<file path="config.mk">
export PLATFORM = sky130hd
export DESIGN_NAME = branch_resolve_unit
export DESIGN_NICKNAME = d
export VERILOG_FILES = /design/src/rtl/branch_pkg.sv /design/src/rtl/branch_cmp_core.sv /design/src/rtl/branch_resolve_unit.sv
export SDC_FILE = /design/constraint.sdc
export NUM_CORES = 1
export LEC_CHECK = 0
export CAP_MARGIN = 20
export CORE_ASPECT_RATIO = 1.75
export CORE_MARGIN = 5
export CORE_UTILIZATION = 36
export CTS_CLUSTER_SIZE = 28
export DETAILED_ROUTE_END_ITERATION = 8
export PLACE_DENSITY = 0.95
export SLEW_MARGIN = 20
export SYNTH_ARGS = -nofsm -noshare
export SYNTH_HDL_FRONTEND = slang
export SYNTH_SLANG_ARGS = --single-unit
</file>
<file path="constraint.sdc">
create_clock -name clk -period 3.46 [get_ports clk]
set_input_delay 0.346 -clock clk [delete_from_list [all_inputs] [get_ports clk]]
set_output_delay 0.346 -clock clk [all_outputs]
set_load 0.005 [all_outputs]
</file>
<file path="src/rtl/branch_pkg.sv">
// Shared branch-resolution types, funct3 encodings and decode helpers.
package branch_pkg;

    localparam logic [2:0] F3_BEQ  = 3'b000;
    localparam logic [2:0] F3_BNE  = 3'b001;
    localparam logic [2:0] F3_BLT  = 3'b100;
    localparam logic [2:0] F3_BGE  = 3'b101;
    localparam logic [2:0] F3_BLTU = 3'b110;
    localparam logic [2:0] F3_BGEU = 3'b111;

    // Widest tag any instance may carry; narrower tags are zero-extended into it.
    localparam int TAG_W_MAX = 16;

    typedef struct packed {
        logic eq;
        logic lts;
        logic ltu;
    } brcmp_t;

    typedef struct packed {
        logic                 taken;
        logic                 mispredict;
        logic                 illegal;
        logic [TAG_W_MAX-1:0] tag;
    } brres_t;

    function automatic brres_t resolve_branch(input brcmp_t cmp, input logic [2:0] funct3,
                                              input logic pred, input logic [TAG_W_MAX-1:0] tag);
        brres_t res;
        res.tag     = tag;
        res.illegal = 1'b0;
        case (funct3)
            F3_BEQ:  res.taken = cmp.eq;
            F3_BNE:  res.taken = !cmp.eq;
            F3_BLT:  res.taken = cmp.lts;
            F3_BGE:  res.taken = !cmp.lts;
            F3_BLTU: res.taken = cmp.ltu;
            F3_BGEU: res.taken = !cmp.ltu;
            default: begin
                res.taken   = 1'b0;
                res.illegal = 1'b1;
            end
        endcase
        res.mispredict = res.taken ^ pred;
        return res;
    endfunction

    function automatic logic lt_select(input brcmp_t cmp, input logic [2:0] funct3);
        return funct3[1] ? cmp.ltu : cmp.lts;
    endfunction

endpackage

</file>
<file path="src/rtl/branch_cmp_core.sv">
// Full-width equality plus signed and unsigned less-than of two operands.
module branch_cmp_core
    import branch_pkg::*;
#(
    parameter int XLEN = 32
) (
    input  logic [XLEN-1:0] rs1,
    input  logic [XLEN-1:0] rs2,
    output brcmp_t          cmp_res
);

    // All three relations are evaluated in parallel; the caller picks by funct3.
    always_comb begin
        cmp_res.eq  = (rs1 == rs2);
        cmp_res.lts = ($signed(rs1) < $signed(rs2));
        cmp_res.ltu = (rs1 < rs2);
    end

endmodule

</file>
<file path="src/rtl/branch_resolve_unit.sv">
// Pipelined branch resolution (STAGES = 1 or 2) with valid/ready flow control and flush.
// Resolved/mispredict statistics counters exist only when BRANCH_RESOLVE_STATS_EN is defined.
module branch_resolve_unit
    import branch_pkg::*;
#(
    parameter int XLEN   = 32,
    parameter int STAGES = 1,
    parameter int TAG_W  = 5
) (
    input  logic              clk,
    input  logic              rst,
    input  logic              flush_i,
    input  logic              valid_i,
    output logic              ready_o,
    input  logic [XLEN-1:0]   rs1_i,
    input  logic [XLEN-1:0]   rs2_i,
    input  logic [2:0]        funct3_i,
    input  logic              pred_taken_i,
    input  logic [TAG_W-1:0]  tag_i,
    output logic              valid_o,
    input  logic              ready_i,
    output logic              taken_o,
    output logic              eq_o,
    output logic              lt_o,
    output logic              mispredict_o,
    output logic              illegal_o,
    output logic [TAG_W-1:0]  tag_o,
    output logic [31:0]       br_count_o,
    output logic [31:0]       mispred_count_o
);

    brcmp_t               cmp_s;
    logic [TAG_W_MAX-1:0] tag_ext_s;
    logic                 load_out_s;
    logic                 nxt_valid_s;
    brres_t               nxt_res_s;
    logic                 nxt_eq_s;
    logic                 nxt_lt_s;
    logic                 out_valid_r;
    brres_t               res_r;
    logic                 eq_r;
    logic                 lt_r;
    logic                 tag_unused_s;

    branch_cmp_core #(.XLEN(XLEN)) u_cmp (
        .rs1     (rs1_i),
        .rs2     (rs2_i),
        .cmp_res (cmp_s)
    );

    // Zero-extend the tag into the shared tag field (TAG_W must not exceed TAG_W_MAX).
    always_comb begin
        tag_ext_s            = '0;
        tag_ext_s[TAG_W-1:0] = tag_i;
    end

    assign load_out_s = !out_valid_r | ready_i;

    generate
        if (STAGES == 1) begin : g_single
            // Decode straight from the comparator into the output stage.
            always_comb begin
                nxt_valid_s = valid_i;
                nxt_res_s   = resolve_branch(cmp_s, funct3_i, pred_taken_i, tag_ext_s);
                nxt_eq_s    = cmp_s.eq;
                nxt_lt_s    = lt_select(cmp_s, funct3_i);
                ready_o     = load_out_s;
            end
        end else begin : g_double
            logic                 s1_valid_r;
            brcmp_t               s1_cmp_r;
            logic [2:0]           s1_f3_r;
            logic                 s1_pred_r;
            logic [TAG_W_MAX-1:0] s1_tag_r;
            logic                 s1_load_s;

            assign s1_load_s = !s1_valid_r | load_out_s;

            // Stage 1 keeps raw compare flags so the decode lands in stage 2.
            always_ff @(posedge clk or posedge rst) begin
                if (rst) begin
                    s1_valid_r <= 1'b0;
                    s1_cmp_r   <= '0;
                    s1_f3_r    <= 3'b000;
                    s1_pred_r  <= 1'b0;
                    s1_tag_r   <= '0;
                end else if (flush_i) begin
                    s1_valid_r <= 1'b0;
                end else if (s1_load_s) begin
                    s1_valid_r <= valid_i;
                    if (valid_i) begin
                        s1_cmp_r  <= cmp_s;
                        s1_f3_r   <= funct3_i;
                        s1_pred_r <= pred_taken_i;
                        s1_tag_r  <= tag_ext_s;
                    end
                end
            end

            // Present the stage-1 entry to the output stage.
            always_comb begin
                nxt_valid_s = s1_valid_r;
                nxt_res_s   = resolve_branch(s1_cmp_r, s1_f3_r, s1_pred_r, s1_tag_r);
                nxt_eq_s    = s1_cmp_r.eq;
                nxt_lt_s    = lt_select(s1_cmp_r, s1_f3_r);
                ready_o     = s1_load_s;
            end
        end
    endgenerate

    // Output stage holds its payload while the consumer stalls; flush only drops valid.
    always_ff @(posedge clk or posedge rst) begin
        if (rst) begin
            out_valid_r <= 1'b0;
            res_r       <= '0;
            eq_r        <= 1'b0;
            lt_r        <= 1'b0;
        end else if (flush_i) begin
            out_valid_r <= 1'b0;
        end else if (load_out_s) begin
            out_valid_r <= nxt_valid_s;
            if (nxt_valid_s) begin
                res_r <= nxt_res_s;
                eq_r  <= nxt_eq_s;
                lt_r  <= nxt_lt_s;
            end
        end
    end

    assign valid_o      = out_valid_r;
    assign taken_o      = res_r.taken;
    assign mispredict_o = res_r.mispredict;
    assign illegal_o    = res_r.illegal;
    assign eq_o         = eq_r;
    assign lt_o         = lt_r;
    assign tag_o        = res_r.tag[TAG_W-1:0];
    assign tag_unused_s = ^res_r.tag;

`ifdef BRANCH_RESOLVE_STATS_EN
    logic [31:0] br_count_r;
    logic [31:0] mispred_count_r;
    logic        count_fire_s;

    assign count_fire_s = out_valid_r & ready_i & !flush_i;

    // Saturating counts of delivered results and of delivered mispredicts.
    always_ff @(posedge clk or posedge rst) begin
        if (rst) begin
            br_count_r      <= 32'd0;
            mispred_count_r <= 32'd0;
        end else if (count_fire_s) begin
            if (br_count_r != 32'hFFFF_FFFF) begin
                br_count_r <= br_count_r + 32'd1;
            end
            if (res_r.mispredict && (mispred_count_r != 32'hFFFF_FFFF)) begin
                mispred_count_r <= mispred_count_r + 32'd1;
            end
        end
    end

    assign br_count_o      = br_count_r;
    assign mispred_count_o = mispred_count_r;
`else
    assign br_count_o      = 32'd0;
    assign mispred_count_o = 32'd0;
`endif

endmodule

</file>
==> results of run 1 <==
-- metrics by stage --
stage	area, µm²	utilization, %
final	2630	52.4
after global routing	2630	52.4
after CTS	2630	52.4
after detailed placement	2590	51.5
after global placement	2590	51.5
after floorplan	2110	-
-- critical path, stage by stage --
cell and delay (ns):
clkdlybuf4s50_1 0.46, inv_1 0.04, ha_1 0.30, nand4_2 0.16, nor4_2 0.38, o21ai_1 0.14, a31oi_2 0.29, mux2_2 0.39
and3_4 0.15, a221o_1 0.28
-- path summary, 6_finish.rpt --
path,cells past startpoint,end,slack (ns)
worst max-delay path,10,mispredict_o,0.65
max in group asynchronous,2,tag_o[2],2.77
worst min register to register,2,illegal_o,0.48
worst min-delay path,2,eq_o,0.41
min in group clk,2,illegal_o,0.48
worst max register to register,4,mispredict_o,1.82
-- where the power goes --
group	total (mW)	switching, mW	internal [mW]
Clock	0.131	0.0501	0.0811
Sequential	0.157	0.00967	0.147
Combinational	0.285	0.120	0.166
Total	0.573	0.179	0.394
-- metal layers --
metal / GRT usage (%) / vias up / wire length [µm]
li1: - / 845 / -
met1: 10.4 / 758 / 1390
met2: 29.5 / 113 / 2750
met3: 2.77 / 13 / 516
met4: 4.08 / 0 / 102
met5: 0 / - / 0
-- logic make-up after synthesis --
logic type / count (synthesis) / synth area share, %
flip-flops: 11 / 14.7
AO/OA/AOI/OAI: 37 / 12.4
adder cells (fa/ha/maj): 32 / 21.3
buffers and inverters: 100 / 32.8
other: 1 / 0.200
multiplexers: 2 / 1.13
AND/OR/NAND/NOR: 55 / 16.5
XOR/XNOR: 2 / 0.934
-- layout make-up --
class	count	share of cell area [%]
Multi-Input combinational cell	192	46.4
Sequential cell	11	10.5
Tap cell	54	2.57
Inverter	35	4.99
Timing Repair Buffer	89	33.8
Clock buffer	4	1.71
-- state kept, by name (all words and copies together) (netlist names) --
register and count:
eq_o 1, illegal_o 1, lt_o 1, mispredict_o 1
tag_o 5, taken_o 1, valid_o 1
-- synth_stat cells, types with 2 or more instances --
library cell	n
buf_4	64
inv_1	35
ha_1	32
nand2_1	30
a21oi_1	16
dfrtp_1	11
nor2_1	5
o21ai_1	5
nand4_1	3
nand4_2	3
o21a_1	3
o21ai_0	3
nand3b_1	2
nor2b_1	2
o211ai_1	2
-- placed cells by master (no fill, tap or decap), drive strengths merged, types with 2 or more instances in the layout --
cell type      instances
clkdlybuf4s50         89
conb                  64
inv                   35
ha                    32
nand2                 30
a21oi                 16
dfrtp                 11
o21ai                  8
nand4                  6
nor2                   5
clkbuf                 4
o21a                   3
nor2b                  2
nand3b                 2
o211ai                 2
nor4                   2
and3                   2
==> impl_metrics.env, run 1 <==
export IMPL_synthArstFlopShare_pct=100
export IMPL_fill_cells=477
export IMPL_cp_end_kind="flip-flop"
export IMPL_timing_rr_start="valid_o"
export IMPL_cts_root_buffer="clkbuf_8"
export IMPL_fmax_mhz=356
export IMPL_timing_hold_ws_ns=0.405
export IMPL_peakVddDrop_mv=0.103
export IMPL_wl_um=4760
export IMPL_grt_overflow_total=0
export IMPL_rows=34
export IMPL_max_slew_margin_pct=43.8
export IMPL_maxCapViolations=0
export IMPL_synth_area_top_cells="buf_4, ha_1, dfrtp_1"
export IMPL_cp_data_arrival_time_ns=2.94
export IMPL_grt_first_pass_wirelength_um=7380
export IMPL_cellLeakagePower_nw=1.37
export IMPL_ys_warn_count=0
export IMPL_synth_top_area_share_pct=25.6
export IMPL_area_growth_pct=40.3
export IMPL_ys_ff_latch=11
export IMPL_setup_viol_count_final=0
export IMPL_dieHeight_um=106
export IMPL_worst_setup_path_start_kind="input pin"
export IMPL_cts_sinks=11
export IMPL_cp_required_ns=3.59
export IMPL_place_ws_ns=0.352
export IMPL_path_clk_slew_ns=0.05
export IMPL_cp_max_fo=3
export IMPL_synth_edf_count=0
export IMPL_cts_buffers=3
export IMPL_holdCritPathClass="input pin to asynchronous set/reset pin"
export IMPL_drc=0
export IMPL_grt_setup_unrepaired="no"
export IMPL_tightest_slew_ns=0.840
export IMPL_wl_per_cell_um=12.4
export IMPL_maxSlewViolCount=0
export IMPL_fin_crit_ns=2.81
export IMPL_multiInputGateArea_um2=1220
export IMPL_drive_gt1_share_pct=3.63
export IMPL_dp_hpwl_um=4500
export IMPL_yosysSeqAreaShare_pct=14.7
export IMPL_initial_utilization_pct=37.4
export IMPL_synth_largest_area_cell="buf_4"
export IMPL_postCtsSetupRepairBufs=0
export IMPL_diodes=0
export IMPL_grt_pass1_vias=1822
export IMPL_cts_max_path_buffers=2
export IMPL_synth_avg_cell_area_um2=7.82
export IMPL_synthCells=240
export IMPL_ctsHoldBuffers=0
export IMPL_fin_setup_tns_ns=0
export IMPL_hold_violations=0
export IMPL_post_route_period_util_pct=81.2
export IMPL_power_density_nw_per_um2=218
export IMPL_crit_type="input pin to flip-flop"
export IMPL_total_power_uw=573
export IMPL_grt_usage_pct=13.2
export IMPL_outcome="finished, final reports clean"
export IMPL_dp_cells=381
export IMPL_dieArea_um2=6810
export IMPL_finalClockSkew_ns=0.00187
export IMPL_setup_worst_path_start="rs2_i[14]"
export IMPL_ys_flop_type="dfrtp_1"
export IMPL_dr_pass1_iters=4
export IMPL_via_count=1729
export IMPL_instances_no_fill=385
export IMPL_timing_final_ws_setup_ns=0.649
export IMPL_die_w_um=64.6
export IMPL_place_congestion=0.823
export IMPL_postRouteAntennaNets=0
export IMPL_via_per_inst=4.49
export IMPL_core_um2=5020
export IMPL_antenna_found_initial=0
export IMPL_cts_tree="built"
export IMPL_io_buffers=89
export IMPL_clock_latency_ns=0.24
export IMPL_synth_distinct_cells=39
export IMPL_syn_cell_area_um2=1880
export IMPL_layout_nets=442
export IMPL_cts_resized_gates=0
export IMPL_ff_latch_area_um2=275
export IMPL_ioPinCount=154
export IMPL_drt_iter0_drc=65
export IMPL_grt_max_degree=15
export IMPL_htree_levels=1
Note: power is estimated with default switching activity, not from simulation.
==> inputs of run 2 (changes only) <==
CORE_UTILIZATION = 30   (was 36)
PLACE_DENSITY = 0.88   (was 0.95)
clock period = 2.45 ns   (was 3.46 ns; I/O delays follow)
==> run 2 against run 1 <==
First-iteration DRC count decreased by 29%. Cell area increased by 21%. Non-clock buffer count grew 16. Utilization is 0.32 points lower. Combinational power rose by 79%. Largest power group unchanged.
==> impl_metrics.env, run 2 (synthesis results as in run 1) <==
export IMPL_fin_setup_tns_ns=0
export IMPL_cp_end_kind="flip-flop"
export IMPL_drc=0
export IMPL_drt_iter0_drc=46
export IMPL_peakVddDrop_mv=0.139
export IMPL_dr_pass1_iters=3
export IMPL_postPlaceCellArea_um2=2720
export IMPL_grt_first_pass_wirelength_um=8000
export IMPL_cts_tree="built"
export IMPL_place_congestion=0.761
export IMPL_setup_viol_count_final=0
export IMPL_utilization_pct=52.1
export IMPL_worst_setup_path_start_kind="input pin"
export IMPL_crit_type="input pin to flip-flop"
export IMPL_holdCritPathClass="input pin to asynchronous set/reset pin"
export IMPL_dp_cells=420
export IMPL_clock_latency_ns=0.23
export IMPL_path_clk_slew_ns=0.05
export IMPL_design_area_um2=3200
export IMPL_fin_crit_ns=2.36
export IMPL_antenna_found_initial=0
export IMPL_grt_pass1_vias=1911
export IMPL_via_per_inst=4.24
export IMPL_timing_final_ws_setup_ns=0.0932
export IMPL_cts_root_buffer="clkbuf_8"
export IMPL_maxSlewViolCount=0
export IMPL_hold_violations=0
export IMPL_wl_um=5390
export IMPL_cp_required_ns=2.57
export IMPL_outcome="finished, final reports clean"
export IMPL_grt_overflow_total=0
export IMPL_finalClockSkew_ns=0.00263
export IMPL_io_buffers=89
export IMPL_drive_gt1_share_pct=24.8
export IMPL_timing_hold_ws_ns=0.303
export IMPL_postRouteAntennaNets=0
export IMPL_cts_buffers=3
export IMPL_cts_max_path_buffers=2
export IMPL_instances_no_fill=427
export IMPL_initial_utilization_pct=30.6
export IMPL_grt_usage_pct=12.0
export IMPL_layout_commonest_cell="conb_1"
export IMPL_dieArea_um2=8000
export IMPL_maxCapViolations=0
export IMPL_cts_sinks=11
export IMPL_largest_reg_flops=5
export IMPL_cp_data_arrival_time_ns=2.48
export IMPL_dp_hpwl_um=4290
export IMPL_post_route_period_util_pct=96.2
export IMPL_cellLeakagePower_nw=1.68
export IMPL_power_density_nw_per_um2=284
export IMPL_dieHeight_um=115
export IMPL_grt_max_degree=12
export IMPL_total_power_uw=909
export IMPL_wl_per_cell_um=12.6
export IMPL_die_w_um=69.8
export IMPL_rows=38
export IMPL_diodes=0
export IMPL_area_growth_pct=70.3
export IMPL_layout_nets=458
export IMPL_via_count=1812
export IMPL_core_um2=6130
export IMPL_ioPinCount=154
export IMPL_htree_levels=1
export IMPL_place_ws_ns=-0.395
export IMPL_final_cell_mix="conb_1, clkdlybuf4s50_1, nand2_1, dlygate4sd2_1"
export IMPL_cp_max_fo=2
export IMPL_fmax_mhz=424
## run 2: worst max-delay path: stages
cell and delay, ns:
clkdlybuf4s50_1 0.45, ha_4 0.29, nand2_2 0.06, nor4_4 0.32
nand3_2 0.13, xor2_1 0.18, o32a_1 0.32, and3_4 0.19
a221o_1 0.28
## run 2: cell type report
cell class / count / area (µm²)
inverters: 35 / 131
well taps: 80 / 100
flip-flops and latches: 11 / 275
clock buffers: 4 / 45.0
multi-input cells: 192 / 1610
fillers: 556 / 2940
repair buffers: 105 / 1040
## run 2: layer usage
| layer | GRT usage, % | vias to the layer above | wire length, µm |
|---|---|---|---|
| met5 | 0 | - | 0 |
| met4 | 1.92 | 0 | 24 |
| met3 | 3.51 | 3 | 580 |
| met2 | 25.5 | 107 | 3020 |
| met1 | 10.8 | 819 | 1770 |
| li1 | - | 883 | - |
## run 2: timing repair
action | 4_1_cts | 5_1_grt
pin swaps | 22 | 24
buffers inserted | 2 | 2
hold buffers | 0 | 0
gates resized for setup | 67 | 49
setup endpoints to repair | 1 | 1
## run 2: power by group
group          internal, mW  switching (mW)
clock network         0.114          0.0632
registers             0.208          0.0130
logic                 0.289           0.222
total                 0.611           0.298
## run 2: worst paths after layout
kind                       startpoint      endpoint  slack (ns)  cells after the start
max                          rs1_i[5]  mispredict_o        0.09                      9
min                               rst      tag_o[1]        0.30                      2
max reg2reg                   valid_o  mispredict_o        1.09                      5
min reg2reg                 illegal_o     illegal_o        0.47                      2
max in group asynchronous         rst      tag_o[2]        1.86                      2
min in group clk            illegal_o     illegal_o        0.47                      2
==> inputs of run 3 (changes only) <==
CORE_MARGIN = not set   (was 5)
HOLD_SLACK_MARGIN = 0.06   (was not set)
==> run 3 against run 2 <==
Total power rose by 2.6%. Sequential share of layout area fell by 0.21 points. First-iteration DRC count fell by 8.7%. Routed wire length fell by 3.4%. Critical path depth rose by 1. Utilization rose by 2.8 points. Combinational power rose by 5.1%. Fmax fell by 1.7%. Worst hold slack got worse by 0.0059 ns. Clock skew rose by 0.0017 ns. Non-clock buffer count rose by 7. Critical endpoint unchanged.
==> impl_metrics.env, run 3 (synthesis results as in run 1) <==
export IMPL_via_count=1872
export IMPL_wl_met3_um=322
export IMPL_rows=37
export IMPL_setup_viol_count_final=0
export IMPL_postRouteAntennaNets=0
export IMPL_ioPinCount=154
export IMPL_cts_max_path_buffers=2
export IMPL_fmax_mhz=417
export IMPL_dieHeight_um=107
export IMPL_timing_final_ws_setup_ns=0.0524
export IMPL_crit_chain="clkdlybuf4s15_1 -> ha_4 -> nand4_1 -> nor4_4 -> buf_4 -> nand3_4 -> xor2_1 -> o32a_1 -> and3_4 -> a221o_1"
export IMPL_path_clk_slew_ns=0.05
export IMPL_layout_commonest_cell="conb_1"
export IMPL_fill_cells=515
export IMPL_largest_reg_flops=5
export IMPL_io_buffers=89
export IMPL_cp_data_arrival_time_ns=2.51
export IMPL_critPathMaxStageDelay_ns=0.36
export IMPL_clock_latency_ns=0.23
export IMPL_grt_max_degree=12
export IMPL_grt_usage_pct=15.6
export IMPL_wl_um=5200
export IMPL_grt_first_pass_wirelength_um=7890
export IMPL_die_w_um=61.8
export IMPL_grt_overflow_total=0
export IMPL_timing_rr_start="valid_o"
export IMPL_cellLeakagePower_nw=1.66
export IMPL_worst_setup_path_start_kind="input pin"
export IMPL_drt_iter0_drc=42
export IMPL_drc=0
export IMPL_m1WireLength_um=1590
export IMPL_wl_per_cell_um=12.0
export IMPL_via_per_inst=4.33
export IMPL_cts_buffers=3
export IMPL_antenna_found_initial=0
export IMPL_cts_tree="built"
export IMPL_r2r_cells=5
export IMPL_dr_pass1_iters=4
export IMPL_ctsHoldBuffers=0
export IMPL_post_route_period_util_pct=97.9
export IMPL_reg2reg_to="mispredict_o"
export IMPL_top_layer="met4"
export IMPL_initial_utilization_pct=31.4
export IMPL_outcome="finished, final reports clean"
export IMPL_regToRegSetupSlack_ns=1.07
export IMPL_cp_required_ns=2.57
export IMPL_cts_root_buffer="clkbuf_8"
export IMPL_layout_nets=465
export IMPL_diodes=0
export IMPL_place_ws_ns=-0.477
export IMPL_area_growth_pct=74.7
export IMPL_peakVddDrop_mv=0.114
export IMPL_core_um2=5970
export IMPL_power_density_nw_per_um2=285
export IMPL_cp_end_kind="flip-flop"
export IMPL_maxCapViolations=0
export IMPL_dp_hpwl_um=3980
export IMPL_utilization_pct=54.9
export IMPL_crit_type="input pin to flip-flop"
export IMPL_slowest_stage="nor4_4"
export IMPL_htree_levels=1
export IMPL_maxSlewViolCount=0
export IMPL_final_cell_mix="conb_1, clkdlybuf4s50_1, dlygate4sd2_1"
export IMPL_place_congestion=0.769
export IMPL_holdCritPathClass="input pin to asynchronous set/reset pin"
export IMPL_cp_max_fo=2
export IMPL_wl_met2_um=3190
export IMPL_fin_crit_ns=2.40
export IMPL_hold_violations=0
export IMPL_drive_gt1_share_pct=28.0
export IMPL_finalClockSkew_ns=0.00431
export IMPL_dieArea_um2=6590
export IMPL_grt_pass1_vias=1926
export IMPL_cts_sinks=11
## run 3: cell types whose count changed in the layout (fill, tap and decap cells not counted), sizes merged
cell / change
clkdlybuf4s50: -3
dlymetal6s2s: -7
clkdlybuf4s15: +7
dlygate4sd2: +2
clkbuf: +1
buf: +7
## run 3: worst max path at each step
| stage | endpoint | start | depth (start not counted) | slack [ns] |
|---|---|---|---|---|
| 6_report | mispredict_o | rs1_i[10] | 10 | 0.05 |
| 2_1_floorplan | mispredict_o | rs2_i[14] | 9 | 0.17 |
| 5_1_grt | mispredict_o | rs2_i[23] | 11 | -0.04 |
| 3_3_place_gp | mispredict_o | rs2_i[13] | 10 | -0.39 |
| 4_1_cts | mispredict_o | rs2_i[14] | 11 | 0.002 |
| 3_5_place_dp | mispredict_o | rs2_i[13] | 10 | -0.48 |
## run 3: repair_timing
item | 4_1_cts | 5_1_grt
resized for setup | 89 | 47
pin swaps | 24 | 22
setup buffers | 4 | 3
setup endpoints to repair | 2 | 2
## run 3: per-layer routing
layer,GRT usage (%),vias to the layer above
li1,-,894
met1,12.7,855
met2,33.5,113
met3,2.29,10
met4,5.24,0
met5,0,-
## run 3: worst max-delay path: cells and delay by family
family	cells	cell delay, ns
xor+xnor	1	0.15
buf+inv	2	0.40
compound gates	2	0.61
fa+ha+maj	1	0.29
simple gates	4	0.80
## run 3: through the flow
stage          cell area [µm²]  cells  setup TNS (ns)  hold slack (ns)  power [mW]
2_1_floorplan             2110    303               0           0.0974       0.478
3_3_place_gp              2740    421          -0.635            0.451       0.642
3_5_place_dp              2740    421          -0.909            0.464       0.657
4_1_cts                   3110    429               0            0.309       0.898
5_1_grt                   3280    432         -0.0420            0.359        1.01
6_report                  3280    432               0            0.297       0.933
## run 3: area by class of cell
class                      instances  area [µm²]  share of cell area, %
timing repair buffer             112        1060                   32.4
multi-input combinational        192        1670                   50.8
clock buffer                       4        45.0                   1.37
sequential                        11         275                   8.40
inverter                          35         131                   4.01
tap                               78        97.6                   2.98
## run 3: report_power, final
part	switching, mW	internal (mW)	total (mW)
sequential	0.0128	0.208	0.220
clock	0.0616	0.114	0.175
combinational	0.231	0.306	0.537
